## src/rtl/bjack_table_seq.sv

```systemverilog
// bjack_table_seq: multi-seat blackjack round sequencer sharing one card generator
// Ports: SYS_CLK/RES clock and async active-high reset; START begins a round from idle/done;
// CARD_REQ/CARD_VLD/CARD card-generator handshake; HIT/STAND per-seat level requests;
// TURN one-hot active hand (MSB = dealer); DEAL_VLD/DEAL_IDX/DEAL_VAL applied-card pulse;
// TOTAL/BUST_V per-hand effective totals and bust flags; WIN_V/PUSH_V/DONE round results.
module bjack_table_seq #(
  parameter int NUM_SEATS    = 2,
  parameter int DEALER_STAND = 17
) (
  input  logic                       SYS_CLK,
  input  logic                       RES,
  input  logic                       START,
  output logic                       CARD_REQ,
  input  logic                       CARD_VLD,
  input  logic [3:0]                 CARD,
  input  logic [NUM_SEATS-1:0]       HIT,
  input  logic [NUM_SEATS-1:0]       STAND,
  output logic [NUM_SEATS:0]         TURN,
  output logic                       DEAL_VLD,
  output logic [2:0]                 DEAL_IDX,
  output logic [3:0]                 DEAL_VAL,
  output logic [5*(NUM_SEATS+1)-1:0] TOTAL,
  output logic [NUM_SEATS:0]         BUST_V,
  output logic [NUM_SEATS-1:0]       WIN_V,
  output logic [NUM_SEATS-1:0]       PUSH_V,
  output logic                       DONE
);
  localparam int H = NUM_SEATS + 1;
  localparam logic [2:0] DLR = 3'(NUM_SEATS);
  localparam logic [3:0] LAST_DEAL = 4'(2 * H - 1);
  localparam logic [4:0] STAND_AT = 5'(DEALER_STAND);
  typedef enum logic [2:0] {S_IDLE, S_DEAL, S_PLAY, S_HIT_REQ, S_DLR_REQ, S_SCORE, S_DONE} state_t;
  state_t state_q, state_d;
  logic [2:0] seat_q, seat_d;
  logic [3:0] cnt_q, cnt_d;
  logic card_req_q, card_req_d, deal_vld_q, deal_vld_d;
  logic [2:0] deal_idx_q, deal_idx_d;
  logic [3:0] deal_val_q, deal_val_d;
  logic [4:0] sum_q [H];
  logic [4:0] sum_d [H];
  logic [H-1:0] ace_q, ace_d;
  logic [NUM_SEATS-1:0] win_q, win_d, push_q, push_d;
  logic [4:0] eff [H];
  logic [H-1:0] bust;
  logic [4:0] cur_eff;
  logic cur_bust, cur_hit, cur_stand, accept, start_ok, all_bust, seat_done, req_state;
  logic [3:0] card_val;
  assign accept    = card_req_q && CARD_VLD && CARD != 4'd0;
  assign card_val  = CARD > 4'd10 ? 4'd10 : CARD;
  assign start_ok  = (state_q == S_IDLE || state_q == S_DONE) && START;
  assign all_bust  = &bust[NUM_SEATS-1:0];
  // a seat leaves play on its own once it is bust or sitting on 21
  assign seat_done = cur_bust || cur_eff == 5'd21 || cur_stand;
  assign req_state = state_q == S_DEAL || state_q == S_HIT_REQ || state_q == S_DLR_REQ;
  always_comb begin
    for (int i = 0; i < H; i++) begin
      eff[i]  = (ace_q[i] && sum_q[i] <= 5'd11) ? sum_q[i] + 5'd10 : sum_q[i];
      bust[i] = sum_q[i] > 5'd21;
    end
  end
  // view of the active seat; dealer turn is handled separately via index NUM_SEATS
  always_comb begin
    cur_eff   = '0;
    cur_bust  = 1'b0;
    cur_hit   = 1'b0;
    cur_stand = 1'b0;
    for (int i = 0; i < NUM_SEATS; i++) begin
      if (seat_q == 3'(i)) begin
        cur_eff   = eff[i];
        cur_bust  = bust[i];
        cur_hit   = HIT[i];
        cur_stand = STAND[i];
      end
    end
  end
  always_ff @(posedge SYS_CLK or posedge RES) begin
    if (RES) state_q <= S_IDLE;
    else state_q <= state_d;
  end
  always_comb begin
    state_d = state_q;
    case (state_q)
      S_IDLE, S_DONE: state_d = START ? S_DEAL : state_q;
      S_DEAL: state_d = (accept && cnt_q == LAST_DEAL) ? S_PLAY : S_DEAL;
      S_PLAY: begin
        if (seat_q == DLR) state_d = (all_bust || eff[NUM_SEATS] >= STAND_AT) ? S_SCORE : S_DLR_REQ;
        else if (!seat_done && cur_hit) state_d = S_HIT_REQ;
      end
      S_HIT_REQ, S_DLR_REQ: state_d = accept ? S_PLAY : state_q;
      S_SCORE: state_d = S_DONE;
      default: state_d = S_IDLE;
    endcase
  end
  // datapath next-state: card application, turn advance, scoring and round clear
  always_comb begin
    seat_d     = seat_q;
    cnt_d      = cnt_q;
    sum_d      = sum_q;
    ace_d      = ace_q;
    win_d      = win_q;
    push_d     = push_q;
    deal_vld_d = accept;
    deal_idx_d = accept ? seat_q : deal_idx_q;
    deal_val_d = accept ? card_val : deal_val_q;
    card_req_d = req_state && !accept;
    if (accept) begin
      for (int i = 0; i < H; i++) begin
        if (seat_q == 3'(i) && sum_q[i] <= 5'd21) begin
          sum_d[i] = sum_q[i] + 5'(card_val);
          ace_d[i] = ace_q[i] | (card_val == 4'd1);
        end
      end
      if (state_q == S_DEAL) begin
        cnt_d  = cnt_q + 4'd1;
        seat_d = seat_q == DLR ? 3'd0 : seat_q + 3'd1;
      end
    end
    if (state_q == S_PLAY && seat_q != DLR && seat_done) seat_d = seat_q + 3'd1;
    if (state_q == S_SCORE) begin
      for (int i = 0; i < NUM_SEATS; i++) begin
        win_d[i]  = !bust[i] && (bust[NUM_SEATS] || eff[i] > eff[NUM_SEATS]);
        push_d[i] = !bust[i] && !bust[NUM_SEATS] && eff[i] == eff[NUM_SEATS];
      end
    end
    if (start_ok) begin
      for (int i = 0; i < H; i++) sum_d[i] = '0;
      ace_d  = '0;
      win_d  = '0;
      push_d = '0;
      seat_d = '0;
      cnt_d  = '0;
    end
  end
  always_ff @(posedge SYS_CLK or posedge RES) begin
    if (RES) begin
      seat_q     <= '0;
      cnt_q      <= '0;
      card_req_q <= 1'b0;
      deal_vld_q <= 1'b0;
      deal_idx_q <= '0;
      deal_val_q <= '0;
      for (int i = 0; i < H; i++) sum_q[i] <= '0;
      ace_q      <= '0;
      win_q      <= '0;
      push_q     <= '0;
    end else begin
      seat_q     <= seat_d;
      cnt_q      <= cnt_d;
      card_req_q <= card_req_d;
      deal_vld_q <= deal_vld_d;
      deal_idx_q <= deal_idx_d;
      deal_val_q <= deal_val_d;
      sum_q      <= sum_d;
      ace_q      <= ace_d;
      win_q      <= win_d;
      push_q     <= push_d;
    end
  end
  always_comb begin
    TURN     = (state_q == S_PLAY || state_q == S_HIT_REQ || state_q == S_DLR_REQ) ? H'(1) << seat_q : '0;
    CARD_REQ = card_req_q;
    DEAL_VLD = deal_vld_q;
    DEAL_IDX = deal_idx_q;
    DEAL_VAL = deal_val_q;
    BUST_V   = bust;
    WIN_V    = win_q;
    PUSH_V   = push_q;
    DONE     = state_q == S_DONE;
    TOTAL    = '0;
    for (int i = 0; i < H; i++) TOTAL[5*i +: 5] = eff[i];
  end
endmodule

```

## config.mk

```make
export PLATFORM = sky130hd
export DESIGN_NAME = bjack_table_seq
export DESIGN_NICKNAME = d
export VERILOG_FILES = /design/src/rtl/bjack_table_seq.sv
export SDC_FILE = /design/constraint.sdc
export NUM_CORES = 1
export LEC_CHECK = 0
export BUFFER_PORTS_ARGS = -buffer_cell sky130_fd_sc_hd__buf_2
export CAP_MARGIN = 20
export CORE_MARGIN = 1.5
export CORE_UTILIZATION = 63
export CTS_CLUSTER_DIAMETER = 40
export CTS_CLUSTER_SIZE = 40
export DETAILED_ROUTE_END_ITERATION = 10
export PLACE_DENSITY_LB_ADDON = 0.15
export SLEW_MARGIN = 20
export SYNTH_ARGS = -nofsm -noshare
export SYNTH_HDL_FRONTEND = slang
export SYNTH_SLANG_ARGS = --single-unit
```

## constraint.sdc

```tcl
create_clock -name SYS_CLK -period 3.9 [get_ports SYS_CLK]
set_input_delay 0.195 -clock SYS_CLK [delete_from_list [all_inputs] [get_ports SYS_CLK]]
set_output_delay 0.195 -clock SYS_CLK [all_outputs]
set_load 0.005 [all_outputs]
```

## Yosys cells after proc, flatten, opt, wreduce, memory -nomap -nowiden

Index checks and enable logic that the tools add are counted.

- Memory bits (read-only): 0
- Input port bits: 12
- Word-level logic and storage cells: 154
- Latch bits: 0
- Memories: 0
- Flip-flop bits (word level): 41
- RAM bits: 0
- Output and inout bits: 35

- Multiplexer cells: 42
- Reduce and logical (&&, ||, !) cells: 55
- Multipliers: 0
- Div/mod/pow operators: 0
- Magnitude comparators: 13
- Shift-type cells: 1
- Bitwise gates (word level): 3
- $add $sub $neg: 8
- Equality and inequality tests: 17

Operators by type and width:

| kind | number |
|---|---|
| $mux 5 | 8 |
| $mux 3 | 12 |
| $mux 15 | 2 |
| $logic_and 1x1->1 | 20 |
| $mux 4 | 4 |
| $add 5x4->5 | 3 |
| $add 5x4->5 const B | 3 |
| $gt 5x5->1 const B | 3 |
| $le 5x4->1 const B | 3 |
| $le 5x5->1 const B | 3 |
| $pmux 3 s5 | 1 |
| $reduce_and 2->1 | 6 |
| $reduce_bool 2->1 | 6 |
| $eq 5x5->1 | 2 |
| $gt 5x5->1 | 2 |
| $logic_or 1x1->1 | 10 |
| $mux 1 | 10 |
| $mux 2 | 5 |
| $eq 3x2->1 const B | 3 |
| $eq 3x3->1 const B | 3 |
| $eq 3x1->1 const B | 2 |
| $logic_not 3->1 | 2 |
| $reduce_bool 3->1 | 2 |
| $eq 5x5->1 const B | 1 |
| 15 further kinds | 23 |

## Logic depth before layout (Yosys ltp)

- Word-level depth: 13
- Depth in mapped cells: 14
- Gate-level depth less buffers: 14

## Worst setup path before layout

OpenSTA, ideal clock, no wires.

- Kind: reg-to-reg
- Start point: register sum_q[7] (netlist name)
- End point: register win_q[1] (netlist: WIN_V[1])
- Arrival: 2.424 ns
- Path slack: 1.348 ns
- Path buffers: 1
- Setup time: 0.129 ns
- Stages on the path, launching flop included: 14
- Clock period less this slack: 2.552 ns
- Required time: 3.771 ns
- Cell sequence: dfrtp_1 buf_6 inv_1 ha_1 a21o_2 a21oi_1 nor2_1 a21oi_1 ha_1 a21o_1 a21o_1 a221o_1 a21oi_1 o31ai_1

- Longest elaborated chain between the ends: 8
- Elaborated cells between the ends (all ways): 11
- Those cells by class: add/sub (1); order compare (3); mux (3); reduce/logical (4)

RTL lines:

| item | RTL line | text |
|---|---|---|
| start, declared | 39 | `logic [4:0] sum_q [H];` |
| start signal, assigned | 153 | `sum_q <= sum_d;` |
| $le 5x4->1 | 57 | `eff[i] = (ace_q[i] && sum_q[i] <= 5'd11) ? sum_q[i] + 5'd10 : sum_q[i];` |
| $logic_and 1x1->1 | 57 |  |
| $mux 5 * | 57 |  |
| via TOTAL[7] | 22 | `output logic [5*(NUM_SEATS+1)-1:0] TOTAL,` |
| $gt 5x5->1 * | 121 | `win_d[i] = !bust[i] && (bust[NUM_SEATS] \|\| eff[i] > eff[NUM_SEATS]);` |
| $logic_or 1x1->1 * | 121 |  |
| $logic_and 1x1->1 * | 121 |  |
| $mux 2 * | 119 | `if (state_q == S_SCORE) begin` |
| $mux 2 * | 125 | `if (start_ok) begin` |
| end signal, assigned | 155 | `win_q <= win_d;` |
| end, declared | 42 | `logic [NUM_SEATS-1:0] win_q, win_d, push_q, push_d;` |

The timed path passes the listed nets; every way through them passes the cells marked *. The select of a mux whose other input is x is not followed.
A chain may end at the register's enable or synchronous reset.

## Worst setup path after layout

- Start point: register sum_q[7] (netlist name)
- End point: register win_q[1] (netlist: WIN_V[1])

- Longest elaborated chain between the ends: 8
- Elaborated cells between the ends (all ways): 11
- Those cells by class: add/sub (1); order compare (3); mux (3); reduce/logical (4)

RTL lines:

| item | RTL line |
|---|---|
| $le 5x4->1 | 57 |
| $logic_and 1x1->1 | 57 |
| $mux 5 | 57 |
| $gt 5x5->1 | 121 |
| $logic_or 1x1->1 | 121 |
| $logic_and 1x1->1 * | 121 |
| $mux 2 * | 119 |
| $mux 2 * | 125 |

Every way passes the cells marked *; elsewhere a longest branch is shown, timed or not. The select of a mux whose other input is x is not followed.

==> impl_metrics.csv <==
group,metric,value,unit
logic_synthesis,ys_ff_latch,41,
clock_network,clkSinkCount,41,
job,maxCapViolCount,0,
setup_path,critical_path_class,"reg -> reg",
setup_path,arrival,3.02,ns
logic_synthesis,synth.area.top_cells,"dfrtp_1 (29%), ha_1 (13%), a21oi_1 (4.4%)",
clock_network,clkTransAtPathRegs,0.08,ns
floorplanning,initial_utilization,0.648,
setup_path,slowest_stage,"dfrtp_1",
cells_and_area,ff_latch_area,0.00103,mm²
global_route,grt_pass1_wl,13300,µm
cells_and_area,fin_nets,480,
logic_synthesis,synthesis.area,0.00352,mm²
clock_network,ctsHoldBuffers,0,
logic_synthesis,avgSynthCellArea,9.01,µm²
timing,finalHoldViolations,0,
timing,tns,0,ns
clock_network,root_buffer,"clkbuf_8",
logic_synthesis,synth_cell_type_count,70,
status,status,"complete, no violations",
placed_design,hpwl,6250,µm
floorplanning,die_w,77.8,µm
timing,slew-limit-headroom,0.281,
timing,drv_slew,0,
timing,skew,0.0113,ns
cells_and_area,area_growth,8.48,%
timing,fin_crit,2.83,ns
clock_network,cts_max_level,2,
logic_synthesis,synth_edf_count,0,
clock_network,post_cts_buffers,0,
setup_path,crit_end,"WIN_V[1]",
timing,setup_viol,0,
logic_synthesis,async_reset_ff_frac,1.00,
placed_design,io_buffers,46,
power,leakage,0.00191,µW
cells_and_area,n_fill_cell,458,
clock_network,cts_tree,"yes",
cells_and_area,layout_common_cells,"buf_2 (46), dfrtp_1 (41), nor2_1 (40)",
logic_synthesis,synthCells,391,
logic_synthesis,synth_nets,443,
routing,route.detailed.wl_per_inst,16.3,µm
floorplanning,num_rows,27,
clock_network,clock_latency,0.30,ns
routing,final_antenna_net_count,0,
power,peakVddDrop,0.000370,V
setup_path,worstPathCellList,"inv_1 -> ha_1 -> a21o_2 -> a21oi_1 -> nor2_1 -> a21oi_1 -> ha_1 -> a21o_1 -> a21o_1 -> a221o_1 -> a21oi_1 -> o31ai_1",
floorplanning,die_h,77.8,µm
timing,fin_crit_sh,0.727,
global_route,antenna_found_initial,0,
clock_network,numCtsBuffers,5,
global_route,grt_pass1_vias,2763,
setup_path,crit_fanout,12,
logic_synthesis,synth_top_cell_by_area,"dfrtp_1",
logic_synthesis,yosysWarnings,0,
cells_and_area,multi_input_area,0.00223,mm²
setup_path,reg2reg_to,"WIN_V[1]",
setup_path,reg2regPathDepth,12,
placed_design,gp_congestion,0.945,
logic_synthesis,synth_top_area_frac,0.291,
routing,via_per_inst,6.00,
setup_path,crit_top_cell,"a21oi_1",
clock_network,cts_buffer_depth,2,
setup_path,setup.worst_path.start,"sum_q[7]",
timing,worst_pin_slew,1.06,ns
setup_path,critPathLaunchType,"flip-flop",
global_route,grt_max_degree,42,
floorplanning,coreArea,0.00544,mm²
cells_and_area,layout.cells.non_filler,501,
floorplanning,io_pins,47,
global_route,grt-ovfl-total,0,
routing,drc,0,
cells_and_area,layout_commonest_cell,"buf_2",
routing,wirelength,8180,µm
min_path,hold_class,"in -> async",
placed_design,numPlacedInstances,493,
routing,drt_iter0_drc,186,
routing,dr.pass1.iters,5,
setup_path,required,4.09,ns
timing,rsz0062_at_grt,"false",
cells_and_area,drive_gt1_frac,0.186,
clock_network,ctsResizeCount,0,
setup_path,r2r-start,"sum_q[7]",
floorplanning,dieArea,0.00605,mm²
power,p_per_area,613,mW/mm²
cells_and_area,antenna_cells,0,
global_route,grt_usage,0.282,
setup_path,ff2ff_setup_slack,1.07,ns
setup_path,endpoint_kind,"flip-flop",
logic_synthesis,ys.flop_type,"dfrtp_1",
routing,vias,3004,
timing,fmax,353,MHz
setup_path,slowest_delay,0.56,ns
logic_synthesis,ys_seq_area_frac,0.291,
## worst min-delay path by stage
stage	start	to	slack (ns)	depth (start not counted)
after floorplan	CARD[3]	DEAL_VAL[3]	0.36	1
after global placement	RES	sum_q[14]	0.35	3
after detailed placement	RES	sum_q[14]	0.37	3
after CTS	RES	sum_q[14]	0.03	3
after global routing	RES	sum_q[14]	0.05	3
final	RES	sum_q[14]	0.005	3
## cells in the mapped netlist, types with 4 or more instances
cell type / instances
dfrtp_1: 41
nor2_1: 40
ha_1: 37
a21oi_1: 31
nand2_1: 29
inv_1: 26
nand3_1: 13
a21o_1: 9
nor2b_1: 9
xnor2_1: 9
nand2b_1: 8
o21ai_0: 8
mux2i_1: 7
o21ai_1: 7
buf_6: 6
o21a_1: 6
xor2_1: 6
and2_1: 5
nand3b_1: 5
a211oi_1: 4
buf_4: 4
clkbuf_1: 4
## metal layers
metal | up-vias | GRT usage | routed length, µm
met3 | 15 | 0.0482 | 466
li1 | 1449 | - | -
met1 | 1437 | 0.385 | 3730
met5 | - | 0 | 0
met4 | 0 | 0.100 | 154
met2 | 103 | 0.448 | 3830
## layout make-up
type / instances / area share
Multi-Input combinational cell: 303 / 0.583
Timing Repair Buffer: 49 / 0.0661
Clock inverter: 2 / 0.00982
Sequential cell: 41 / 0.268
Tap cell: 72 / 0.0236
Inverter: 28 / 0.0278
Clock buffer: 6 / 0.0216
## state kept, by name (all words and copies together), names as in the netlist
signal	cells
DEAL_VAL	4
sum_q	15
state_q	3
DEAL_VLD	1
cnt_q	4
CARD_REQ	1
seat_q	3
WIN_V	2
DEAL_IDX	3
ace_q	3
PUSH_V	2
## critical path: cells and delay by family, from the launching register on
kind | cells | cell delay, ns
AND/OR/NAND/NOR | 1 | 0.06
AO/OA/AOI/OAI | 8 | 1.48
buffers and inverters | 1 | 0.11
adder cells (fa/ha/maj) | 2 | 0.51
flip-flops | 1 | 0.56
## report_power, final
part / leakage (µW) / total [µW] / internal, µW / switching [µW]
sequential: 0.000537 / 771 / 564 / 207
combinational: 0.00132 / 1200 / 564 / 640
clock: 0.0000574 / 369 / 208 / 161
total: 0.00191 / 2340 / 1340 / 1010
## kinds of logic after synthesis
group,synth area share
adder cells (fa/ha/maj),0.148
flip-flops,0.291
buffers and inverters,0.0767
AND/OR/NAND/NOR,0.214
XOR/XNOR,0.0373
AO/OA/AOI/OAI,0.200
multiplexers,0.0327
## through the flow
step | instance area, µm² | hold WS (ns) | worst slack [ns] | total power (µW) | utilization
6_report | 3820 | 0.00504 | 1.07 | 2340 | 0.703
4_1_cts | 3820 | 0.0318 | 1.08 | 2350 | 0.703
3_5_place_dp | 3700 | 0.365 | 1.11 | 1980 | 0.681
2_1_floorplan | 3520 | 0.357 | 1.35 | 1680 | -
3_3_place_gp | 3700 | 0.353 | 1.23 | 1930 | 0.681
5_1_grt | 3820 | 0.0481 | 0.874 | 2540 | 0.703
No activity file was read; power rests on OpenSTA's default activity.
